<file path="src/rtl/aes_mask_pkg.sv">
// Shared constants and lane-slice helpers for factor-form (sum, hi, lo) GF(4) shares.
package aes_mask_pkg;
   localparam int FAC_W         = 3;
   localparam int GF4_W         = 2;
   localparam int ERR_CNT_W_DEF = 8;

   function automatic logic fac_sum(input logic [FAC_W-1:0] t);
      return t[2];
   endfunction

   function automatic logic fac_hi(input logic [FAC_W-1:0] t);
      return t[1];
   endfunction

   function automatic logic fac_lo(input logic [FAC_W-1:0] t);
      return t[0];
   endfunction
endpackage

</file>
<file path="src/rtl/fac_2_unpack_if.sv">
// Input/output stream bus plus error-status signals of the factor unpacker.
interface fac_2_unpack_if #(
   parameter int LANES = 4,
   parameter int CNT_W = 8
);
   logic                 in_valid;
   logic                 in_ready;
   logic [3*LANES-1:0]   in_q;
   logic                 out_valid;
   logic                 out_ready;
   logic [2*LANES-1:0]   out_a;
   logic [LANES-1:0]     out_err;
   logic [CNT_W-1:0]     err_cnt;
   logic                 err_sticky;
   logic                 clr;

   modport master (
      output in_valid, in_q, out_ready, clr,
      input  in_ready, out_valid, out_a, out_err, err_cnt, err_sticky
   );

   modport slave (
      input  in_valid, in_q, out_ready, clr,
      output in_ready, out_valid, out_a, out_err, err_cnt, err_sticky
   );
endinterface

</file>
<file path="src/rtl/fac_2_unpack_chk.sv">
// One lane: recovers {hi, lo} from a factor triple and flags sum != hi ^ lo.
module fac_2_chk
   import aes_mask_pkg::*;
(
   input  logic [FAC_W-1:0] fac_i,
   output logic [GF4_W-1:0] val_o,
   output logic             err_o
);
   assign val_o = {fac_hi(fac_i), fac_lo(fac_i)};
   assign err_o = fac_sum(fac_i) ^ fac_hi(fac_i) ^ fac_lo(fac_i);
endmodule

</file>
<file path="src/rtl/fac_2_unpack.sv">
// Streaming factor-triple to GF(4) unpacker: one output register stage with
// valid/ready handshake, per-lane consistency check and saturating error count.
module fac_2_unpack
   import aes_mask_pkg::*;
#(
   parameter int LANES    = 4,
   parameter int CNT_W    = ERR_CNT_W_DEF,
   parameter int DROP_ERR = 0
) (
   input logic              clk,
   input logic              rst_n,
   fac_2_unpack_if.slave    bus
);
   logic [GF4_W*LANES-1:0] lane_val;
   logic [LANES-1:0]       lane_err;

   genvar gi;
   generate
      for (gi = 0; gi < LANES; gi++) begin : g_lane
         fac_2_chk u_chk (
            .fac_i (bus.in_q[FAC_W*gi +: FAC_W]),
            .val_o (lane_val[GF4_W*gi +: GF4_W]),
            .err_o (lane_err[gi])
         );
      end
   endgenerate

   logic                   valid_q, valid_d;
   logic [GF4_W*LANES-1:0] a_q, a_d;
   logic [LANES-1:0]       err_q, err_d;
   logic [CNT_W-1:0]       cnt_q, cnt_d;
   logic                   sticky_q, sticky_d;

   logic in_ready;
   logic accept;
   logic any_err;
   logic load;

   assign in_ready = !valid_q || bus.out_ready;
   assign accept   = bus.in_valid && in_ready;
   // lane_err only matters under accept, so in_q garbage while idle never counts
   assign any_err  = |lane_err;
   assign load     = accept && !((DROP_ERR != 0) && any_err);

   always_comb begin
      valid_d = valid_q;
      a_d     = a_q;
      err_d   = err_q;
      if (load) begin
         valid_d = 1'b1;
         a_d     = lane_val;
         err_d   = lane_err;
      end else if (accept) begin
         valid_d = 1'b0;
      end else if (bus.out_ready) begin
         valid_d = 1'b0;
      end
   end

   // Clear is applied before the current beat is counted.
   always_comb begin
      cnt_d    = cnt_q;
      sticky_d = sticky_q;
      if (bus.clr) begin
         cnt_d    = '0;
         sticky_d = 1'b0;
      end
      if (accept && any_err) begin
         sticky_d = 1'b1;
         if (cnt_d != {CNT_W{1'b1}}) begin
            cnt_d = cnt_d + 1'b1;
         end
      end
   end

   always_ff @(posedge clk or negedge rst_n) begin
      if (!rst_n) begin
         valid_q  <= 1'b0;
         a_q      <= '0;
         err_q    <= '0;
         cnt_q    <= '0;
         sticky_q <= 1'b0;
      end else begin
         valid_q  <= valid_d;
         a_q      <= a_d;
         err_q    <= err_d;
         cnt_q    <= cnt_d;
         sticky_q <= sticky_d;
      end
   end

   assign bus.in_ready   = in_ready;
   assign bus.out_valid  = valid_q;
   assign bus.out_a      = a_q;
   assign bus.out_err    = err_q;
   assign bus.err_cnt    = cnt_q;
   assign bus.err_sticky = sticky_q;
endmodule

</file>
<file path="src/flat_wrapper.sv">
// flat-port wrapper written by rule: the top's interface ports become plain ports
module fac_2_unpack_flat import aes_mask_pkg::*;
#(
   parameter int LANES    = 4,
   parameter int CNT_W    = ERR_CNT_W_DEF,
   parameter int DROP_ERR = 0
)
  (clk, rst_n, bus_in_valid, bus_in_q, bus_out_ready, bus_clr, bus_in_ready, bus_out_valid, bus_out_a, bus_out_err, bus_err_cnt, bus_err_sticky);
  fac_2_unpack_if #(.LANES(LANES), .CNT_W(CNT_W)) bus_i ();
  input logic clk;
  input logic rst_n;
  input wire logic [$bits(bus_i.in_valid)-1:0] bus_in_valid;
  input wire logic [$bits(bus_i.in_q)-1:0] bus_in_q;
  input wire logic [$bits(bus_i.out_ready)-1:0] bus_out_ready;
  input wire logic [$bits(bus_i.clr)-1:0] bus_clr;
  output wire logic [$bits(bus_i.in_ready)-1:0] bus_in_ready;
  output wire logic [$bits(bus_i.out_valid)-1:0] bus_out_valid;
  output wire logic [$bits(bus_i.out_a)-1:0] bus_out_a;
  output wire logic [$bits(bus_i.out_err)-1:0] bus_out_err;
  output wire logic [$bits(bus_i.err_cnt)-1:0] bus_err_cnt;
  output wire logic [$bits(bus_i.err_sticky)-1:0] bus_err_sticky;
  assign bus_i.in_valid = bus_in_valid;
  assign bus_i.in_q = bus_in_q;
  assign bus_i.out_ready = bus_out_ready;
  assign bus_i.clr = bus_clr;
  assign bus_in_ready = bus_i.in_ready;
  assign bus_out_valid = bus_i.out_valid;
  assign bus_out_a = bus_i.out_a;
  assign bus_out_err = bus_i.out_err;
  assign bus_err_cnt = bus_i.err_cnt;
  assign bus_err_sticky = bus_i.err_sticky;
  fac_2_unpack #(.LANES(LANES), .CNT_W(CNT_W), .DROP_ERR(DROP_ERR)) u_core (.clk(clk), .rst_n(rst_n), .bus(bus_i));
endmodule
</file>
<file path="config.mk">
export PLATFORM = sky130hd
export DESIGN_NAME = fac_2_unpack_flat
export DESIGN_NICKNAME = d
export VERILOG_FILES = /design/src/rtl/aes_mask_pkg.sv /design/src/rtl/fac_2_unpack_if.sv /design/src/rtl/fac_2_unpack_chk.sv /design/src/rtl/fac_2_unpack.sv /design/src/flat_wrapper.sv
export SDC_FILE = /design/constraint.sdc
export NUM_CORES = 1
export LEC_CHECK = 0
export ABC_AREA = 1
export CAP_MARGIN = 15
export CORE_ASPECT_RATIO = 1.25
export CORE_MARGIN = 2
export CORE_UTILIZATION = 46
export CTS_BUF_LIST = sky130_fd_sc_hd__clkbuf_16
export DETAILED_ROUTE_END_ITERATION = 16
export GPL_TIMING_DRIVEN = 1
export PLACE_DENSITY = 0.76
export SYNTH_ARGS = -nofsm -noshare
export SYNTH_HDL_FRONTEND = slang
export SYNTH_HIERARCHICAL = 1
export SYNTH_SLANG_ARGS = --single-unit
</file>
<file path="constraint.sdc">
create_clock -name clk -period 1.8 [get_ports clk]
set_clock_uncertainty 0.2 [all_clocks]
set_input_delay 0.45 -clock clk [delete_from_list [all_inputs] [get_ports clk]]
set_output_delay 0.45 -clock clk [all_outputs]
set_load 0.03 [all_outputs]
</file>
Word level (Yosys, flattened, before mapping):

Cells that the tools add are included.

* register bits after elaboration: 22
* input bits: 17
* output and inout bits: 23

* reduce and logical (&&, ||, !) cells: 7
* add/subtract/negate cells: 1
* muxes and demuxes: 7
* equality and inequality tests: 1
* bitwise logic cells: 8

Operators by type and width (number)
* $mux 8: 3
* $add 8x1->8 const B: 1
* $ne 8x8->1 const B: 1
* $xor 1x1->1: 8
* $mux 1: 4
* $reduce_bool 2->1: 2
* $reduce_or 4->1: 1
* $logic_and 1x1->1: 2
* $logic_not 1->1: 1
* $logic_or 1x1->1: 1

Logic depth before layout (Yosys ltp):

Gate-level depths: netlist of the first run.

* depth in word-level cells: 5
* depth in mapped cells: 12
* gate-level depth less buffers: 12

Cells and area by module:

Netlist of the first run, hierarchy kept.

Modules (own cells, without submodules)
* fac_2_unpack: cells each 142, instances 1, area an instance 1132.3 um2, sequential area each 550.5 um2
* fac_2_chk: cells each 11, instances 4, area an instance 50.0 um2, sequential area each 0.0 um2

Least setup slack after synthesis of the first run:

OpenSTA, ideal clock, no wires.

* path kind: input-to-reg
* start point: input port bus_in_q[8]
* end point: register u_core.cnt_q[7], in the netlist u_core/bus.err_cnt[7]
* cell stages on the path: 12
* arrival: 1.237 ns
* path slack: 0.237 ns
* setup time: 0.126 ns
* cells stage by stage: inv_1 -> nand2_1 -> nand2_1 -> nand2_1 -> nand2_1 -> inv_1 -> nand2_1 -> nor2_4 -> nor2_8 -> nand3_1 -> nand2_1 -> nand3_1

* cells in the longest elaborated chain, start to end: 5

Ends and longest elaborated chain
* start, declared: line flat_wrapper.sv:13 `input wire logic [$bits(bus_i.in_q)-1:0] bus_in_q;`
* $xor 1x1->1 (2 in a row): line fac_2_unpack_chk.sv:10 `assign err_o = fac_sum(fac_i) ^ fac_hi(fac_i) ^ fac_lo(fac_i);`
* named net u_core.lane_err[2]: line fac_2_unpack.sv:15 `logic [LANES-1:0] lane_err;`
* $reduce_or 4->1: line fac_2_unpack.sv:42 `assign any_err = |lane_err;`
* $logic_and 1x1->1: line fac_2_unpack.sv:68 `if (accept && any_err) begin`
* $mux 8: line fac_2_unpack.sv:68
* named net u_core.cnt_d[7]: line fac_2_unpack.sv:31 `logic [CNT_W-1:0] cnt_q, cnt_d;`
* end signal, assigned: line fac_2_unpack.sv:87 `cnt_q <= cnt_d;`
* end, declared: line fac_2_unpack.sv:31

The timed path passes the listed nets, and every way through them passes these cells.
A chain may end at the register's enable or synchronous reset.

Final worst setup path of the first run:

* start point: input port bus_clr
* end point: register u_core.cnt_q[7], in the netlist u_core/bus.err_cnt[7]

* cells in the longest elaborated chain, start to end: 4

Ends and longest elaborated chain
* start, declared: line flat_wrapper.sv:15 `input wire logic [$bits(bus_i.clr)-1:0] bus_clr;`
* $mux 8 *: line fac_2_unpack.sv:64 `if (bus.clr) begin`
* $add 8x1->8 / $ne 8x8->1 (equally long branches): line fac_2_unpack.sv:71, fac_2_unpack.sv:70
* $mux 8: line fac_2_unpack.sv:70 `if (cnt_d != {CNT_W{1'b1}}) begin`
* $mux 8 *: line fac_2_unpack.sv:68
* named net u_core.cnt_d[7]: line fac_2_unpack.sv:31

The timed path passes the listed nets; every way through them passes the cells marked *.

==> summary.md, run 1 <==
| Metric | Value |
|---|---|
| Status | completed |
| Post-Place Cell Area | 1773 µm² |
| # DRC | 0 |
| Worst min path class | input pin to flip-flop |
| Cts bufs inserted | 3 |
| Max incr delay on CP | 0.46 ns |
| IO Port Bufs | 39 |
| EDFF count, synth | 0 |
| Reg2reg path depth | 8 |
| Cell class contributing the biggest share of worst-path delay | buffers and inverters |
| Vias | 1323 |
| Register Area | 550.5 µm² |
| Post-layout nets | 253 |
| Vias per cell | 4.937 |
| Initial antenna violation count | 0 |
| Crit path buf inv count | 2 |
| RSZ-0062 raised after global routing | false |
| Worst vdd ir | 0.5213 mV |
| Finished Cell Area | 1903 µm² |
| # diodes | 0 |
| WL final | 3056 µm |
| Main flop type after synthesis | dfrtp_1 |
| Depth of the CTS H-tree | 1 |
| # Max-Cap Violations | 0 |
| Core area | 2733 µm² |
| Wire per inst | 11.40 µm |
| Largest net degree at the start of global routing | 23 |
| Period utilization | 95.00% |
| Max FO, Critical Path | 11 |
| Final hold viol count | 0 |
| Antenna Nets Post-Route | 0 |
| Hold Path Cell Cnt | 3 |
| WP data arrival | 1.64 ns |
| Dominant cell type by area after synthesis | dfrtp_1 |
| Area delta synth->final | 42.82% |
| Setup violations, final | 0 |
| Leak | 1.144 nW |
| Die area | 3346 µm² |
| Levels on crit path | 7 |
| Syn. warnings | 6 |
| Die Ht | 64.18 µm |
| Crit. End Element | flip-flop |
| DRT iter0 DRCs | 26 |
| Crit path required time | 1.73 ns |
| Slowest cell on crit path | clkdlybuf4s50_1 |
| Placed cells | 260 |
| Cts hold-fix bufs | 0 |
| Slew Viols, Final | 0 |
| CP Launch Type | input pin |
| Max Fclk | 0.5848 GHz |
| Worst-Skew Late Latency | 0.25 ns |
| Layout cells sized above 1 | 17.09% |
| Synth top area share | 41.31% |
| Cell with the most instances after synthesis | nand2_1 |
| Most used cell, CP | nand3_1 |
| Number of placed I/O pins | 40 |
| Fin cells | 268 |
| HPWL Detailed | 2275 µm |
| Routability cong. | 0.8331 |
| Number of synthesized register bits | 22 |
| Clock Tree Root | clkbuf_16 |
| Clock transition at path regs | 0.06 ns |
| Fraction of registers with async set/reset | 100.0% |
| Grt ovf | 0 |
| Syn avg cell area | 7.164 µm² |
| Syn nets | 203 |
| Crit path kind | input pin to flip-flop |
| Drt first pass iters | 4 |
| Mapped Cells | 186 |
| Multi-input gate area | 639.4 µm² |
| Sink Count | 22 |
| Slew margin rel. | 77.93% |
| Worst Max-Slew Pin Slew | 0.3324 ns |
| Initial core utilization | 48.76% |
| Vias in the first global route | 1340 |
| Power density over the cells | 767.8 nW/µm² |
| First-pass GRT wire length | 5526 µm |
| Total GRT Usage | 21.49% |
| Clk buf depth | 2 |
| Synth cell types | 21 |
| Post-synth top cells | nand2_1, inv_1, dfrtp_1, nand3_1, buf_4 |
| # rows | 21 |
| Sequential area share after synthesis | 41.31% |
| Synth top area cells | dfrtp_1, nand2_1, nand3_1 |
| CP cell instances | clkdlybuf4s50_1, inv_4, nand3_4, nor2_2, nand3_1, nand2_1, nand3_1 |
| Fin crit period | 1.710 ns |
| Die width | 52.14 µm |
| Post-synthesis cell area | 1333 µm² |
| Filler Cells Inserted | 257 |
| CTS tree | yes |
==> timing repair <==
action	CTS	global route
buffers inserted	3	1
gates resized for setup	39	10
endpoints found under the setup margin	31	5
pin swaps	7	3
cloned	1	0
==> per-layer routing <==
| layer | global-route usage [%] | share of wire, % |
|---|---|---|
| met3 | 3.972 | 5.6 |
| met2 | 37.97 | 54 |
| met5 | 0 | 0 |
| met4 | 10.58 | 2.5 |
| met1 | 23.95 | 38 |
==> sequential cells by signal, indices dropped and copies added (netlist names) <==
register / count
u_core/bus.err_sticky: 1
u_core/bus.out_err: 4
u_core/bus.out_valid: 1
u_core/bus.err_cnt: 8
u_core/bus.out_a: 8
==> area by class of cell <==
cell class | count | area share, %
Clock buffer | 3 | 3.945
Inverter | 28 | 5.786
Multi-Input combinational cell | 127 | 33.60
Sequential cell | 22 | 28.93
Tap cell | 34 | 2.235
Timing Repair Buffer | 54 | 25.51
==> logic make-up after synthesis <==
group / after synthesis / share of synthesized area, %
simple gates: 117 / 40.94
buf+inv: 38 / 13.33
flops: 22 / 41.31
compound gates: 9 / 4.413
==> worst register-to-register path, stage by stage, from the launching register on <==
cell,delay (ns)
dfrtp_1,0.40
nand2_4,0.08
buf_4,0.13
nand2_8,0.08
inv_4,0.08
o21ai_4,0.06
buf_6,0.13
o21bai_1,0.12
nand2_1,0.06
==> per-stage QoR <==
step	hold WS [ns]	worst slack, ns	setup TNS, ns	util (%)	total power [W]
5_1_grt	0.3050	0.008037	0	69.64	0.001539
3_5_place_dp	0.2683	-0.4421	-3.357	64.88	0.001025
6_report	0.2707	0.09007	0	69.64	0.001461
4_1_cts	0.2795	0.0009290	0	68.36	0.001473
2_1_floorplan	-0.04559	0.2371	0	-	0.0008315
3_3_place_gp	0.2641	-0.3585	-2.727	64.88	0.001017
==> power breakdown <==
| group | internal, W | total (W) | leakage [nW] | switching (W) |
|---|---|---|---|---|
| Sequential | 0.000546 | 0.000576 | 0.281 | 0.0000301 |
| Clock | 0.000293 | 0.000457 | 0.0370 | 0.000164 |
| Combinational | 0.000158 | 0.000429 | 0.826 | 0.000271 |
==> cells in the final DEF, fill, tap and decap left out <==
master / count
nand2_1: 78
dlygate4sd2_1: 29
dfrtp_1: 22
inv_1: 21
nand3_1: 20
buf_4: 14
dlymetal6s2s_1: 5
inv_2: 5
o21ai_0: 5
nor2_1: 4
nand4_1: 4
clkbuf_16: 3
nor2_4: 3
clkdlybuf4s50_1: 3
buf_6: 3
nand2_4: 3
inv_4: 2
o21ai_1: 2
nand3_2: 1
nand3_4: 1
nand2_8: 1
o21ai_4: 1
o21bai_1: 1
nor2_8: 1
nor2_2: 1
nand2_2: 1
==> worst paths after layout <==
kind | start | end | slack (ns)
worst max-delay path | bus_clr | u_core/bus.err_cnt[7] | 0.09
worst min-delay path | bus_in_q[9] | u_core/bus.out_a[6] | 0.27
worst max register to register | u_core/bus.out_valid | u_core/bus.err_cnt[6] | 0.35
worst min register to register | u_core/bus.out_a[5] | u_core/bus.out_a[5] | 0.28
max in group asynchronous | rst_n | u_core/bus.out_a[0] | 0.82
min in group asynchronous | rst_n | u_core/bus.err_cnt[3] | 0.35
Power figures use the tool's default switching activity.
==> run 2, diff against run 1 <==
--- a/config.mk
+++ b/config.mk
@@ -8,12 +8,13 @@
 export ABC_AREA = 1
 export CAP_MARGIN = 15
 export CORE_ASPECT_RATIO = 1.25
-export CORE_MARGIN = 2
 export CORE_UTILIZATION = 46
 export CTS_BUF_LIST = sky130_fd_sc_hd__clkbuf_16
 export DETAILED_ROUTE_END_ITERATION = 16
 export GPL_TIMING_DRIVEN = 1
 export PLACE_DENSITY = 0.76
+export REMOVE_ABC_BUFFERS = 1
+export SKIP_CTS_REPAIR_TIMING = 1
 export SYNTH_ARGS = -nofsm -noshare
 export SYNTH_HDL_FRONTEND = slang
 export SYNTH_HIERARCHICAL = 1
==> summary.md, run 2 (synthesis gave the netlist of run 1 again) <==
| Metric | Value |
|---|---|
| CTS tree | yes (unchanged) |
| DRT iter0 DRCs | 34 (was 26) |
| Hold slack | 0.2613 ns (was 0.2707 ns) |
| Number of placed I/O pins | 40 (unchanged) |
| # DRC | 0 (unchanged) |
| Crit. End Element | flip-flop (unchanged) |
| RSZ-0062 raised after global routing | false (unchanged) |
| WP data arrival | 1.67 ns (was 1.64 ns) |
| Crit path required time | 1.73 ns (about the same) |
| Reg2reg path depth | 5 (was 8) |
| Layout cells sized above 1 | 15.52% (was 17.09%) |
| Fin cells | 266 (was 268) |
| Sink Count | 22 (unchanged) |
| Worst Max-Slew Pin Slew | 0.3342 ns (was 0.3324 ns) |
| Cts bufs inserted | 3 (unchanged) |
| # diodes | 0 (unchanged) |
| Final hold viol count | 0 (unchanged) |
| HPWL Detailed | 2208 µm (was 2275 µm) |
| Psw | 0.0004814 W (was 0.0004651 W) |
| Routability cong. | 0.8861 (was 0.8331) |
| Most frequent cells in the layout | nand2_1, dlymetal6s2s_1, inv_1, dfrtp_1, nand3_1 (was nand2_1, dlygate4sd2_1, dfrtp_1, inv_1, nand3_1) |
| Met3 wire length | 182 µm (was 172 µm) |
| Post-layout nets | 250 (was 253) |
| Initial core utilization | 49.24% (was 48.76%) |
| Internal | 0.001020 W (was 0.0009960 W) |
| CP startpoint | bus_clr (unchanged) |
| Setup violations, final | 0 (unchanged) |
| Area delta synth->final | 47.70% (was 42.82%) |
| Switching Fraction | 32.07% (was 31.83%) |
| Antenna Nets Post-Route | 0 (unchanged) |
| Clock Tree Root | clkbuf_16 (unchanged) |
| Core area | 2706 µm² (was 2733 µm²) |
| Depth of the CTS H-tree | 1 (unchanged) |
| DRT met1 WL | 1203 µm (was 1147 µm) |
| CP Launch Type | input pin (unchanged) |
| Period utilization | 96.73% (was 95.00%) |
| R2R Path End | u_core/bus.err_cnt[5] (was u_core/bus.err_cnt[6]) |
| Slew Viols, Final | 0 (unchanged) |
| Total GRT Usage | 20.90% (was 21.49%) |
| Largest net degree at the start of global routing | 23 (unchanged) |
| Status | completed (unchanged) |
| Die width | 50.14 µm (was 52.14 µm) |
| WL met2 | 1762 µm (was 1661 µm) |
| Grt ovf | 0 (unchanged) |
| Leak | 1.415 nW (was 1.144 nW) |
| IO Port Bufs | 39 (unchanged) |
| Pre-CTS WS | -0.4204 ns (was -0.4421 ns) |
| Max Fclk | 0.5743 GHz (was 0.5848 GHz) |
| Logic gate share of total power | 29.7% (was 29.3%) |
| # Max-Cap Violations | 0 (unchanged) |
| Clk buf depth | 2 (unchanged) |
| First-pass GRT wire length | 4968 µm (was 5526 µm) |
| Die area | 3117 µm² (was 3346 µm²) |
| WL final | 3228 µm (was 3056 µm) |
| Vias | 1331 (was 1323) |
| Share of power burned in registers | 38.4% (was 39.4%) |
| Crit path kind | input pin to flip-flop (unchanged) |
| Hold_sp | bus_in_q[9] (unchanged) |
| Clock transition at path regs | 0.06 ns (about the same) |
| Power share of the clock group | 32.0% (was 31.3%) |
| R2R Setup Slk | 0.37 ns (was 0.35 ns) |
| Commonest non-fill, non-tap cell in the layout | nand2_1 (unchanged) |
| Worst vdd ir | 0.5510 mV (was 0.5213 mV) |
| Power density over the cells | 762.7 nW/µm² (was 767.8 nW/µm²) |
| Drt first pass iters | 4 (unchanged) |
| Uppermost layer routed | met4 (unchanged) |
| Vias in the first global route | 1260 (was 1340) |
| Critical Path End | u_core/bus.err_cnt[5] (was u_core/bus.err_cnt[7]) |
| Final core utilization | 72.72% (was 69.64%) |
| Vias per cell | 5.004 (was 4.937) |
| Worst min path class | input pin to flip-flop (unchanged) |
| Fin crit period | 1.741 ns (was 1.710 ns) |
| Initial antenna violation count | 0 (unchanged) |
| Die Ht | 62.18 µm (was 64.18 µm) |
| Worst Slack Setup Final | 0.05889 ns (was 0.09007 ns) |
| Placed cells | 258 (was 260) |
| Slew margin rel. | 77.68% (was 77.93%) |
| Setup TNS | 0 ns (unchanged) |
| Worst flop-to-flop path startpoint | u_core/bus.err_cnt[1] (was u_core/bus.out_valid) |
| Wire per inst | 12.14 µm (was 11.40 µm) |
| # rows | 21 (unchanged) |
| Max FO, Critical Path | 11 (unchanged) |
| Worst-Skew Late Latency | 0.26 ns (was 0.25 ns) |
==> run 2: cell count changes in the layout (fill, tap and decap cells not counted), sizes merged <==
cell	delta
buf	-3
clkbuf	+1
clkinv	+1
dlygate4sd2	-29
dlymetal6s2s	+29
nor2	-1
==> run 2: through the flow <==
step           cell area [µm²]  total power [W]
6_report                  1968         0.001501
5_1_grt                   1968         0.001574
4_1_cts                   1837         0.001507
3_5_place_dp              1758         0.001020
3_3_place_gp              1758         0.001010
2_1_floorplan             1262        0.0008167
==> run 2: power groups by stage <==
stage	sequential [W]	clock, W	combinational, W
2_1_floorplan	0.000690	0	0.000126
3_3_place_gp	0.000584	0	0.000426
3_5_place_dp	0.000586	0	0.000435
4_1_cts	0.000578	0.000492	0.000437
5_1_grt	0.000581	0.000514	0.000479
6_report	0.000576	0.000480	0.000445
==> run 2: worst min path at each step <==
stage | end | cells past startpoint | slack (ns)
finish | u_core/bus.out_a[6] | 3 | 0.26
global route | u_core/bus.out_a[5] | 3 | 0.27
CTS | u_core/bus.out_a[2] | 2 | 0.29
detailed placement | u_core/bus.out_a[2] | 2 | 0.27
global placement | u_core/bus.out_a[4] | 2 | 0.26
floorplan | u_core/bus.err_cnt[0] | 0 | -0.05
==> run 2: layer usage <==
metal	GRT usage [%]	up-vias
met4	11.43	0
met2	38.17	51
li1	-	659
met5	0	-
met1	20.82	612
met3	4.902	9
==> run 2: area by class of cell <==
class / instances / area (µm²)
well taps: 34 / 42.54
clock buffers: 3 / 75.07
inverters: 28 / 107.6
fillers: 199 / 738.2
flip-flops and latches: 22 / 550.5
repair buffers: 52 / 569.3
multi-input cells: 126 / 619.3
clock inverters: 1 / 3.754
==> run 2: worst max-delay path, stage by stage <==
cell             delay, ns
clkdlybuf4s50_1       0.46
inv_4                 0.15
nand3_4               0.12
nor2_2                0.21
nand3_1               0.10
nand2_1               0.07
nand3_1               0.09
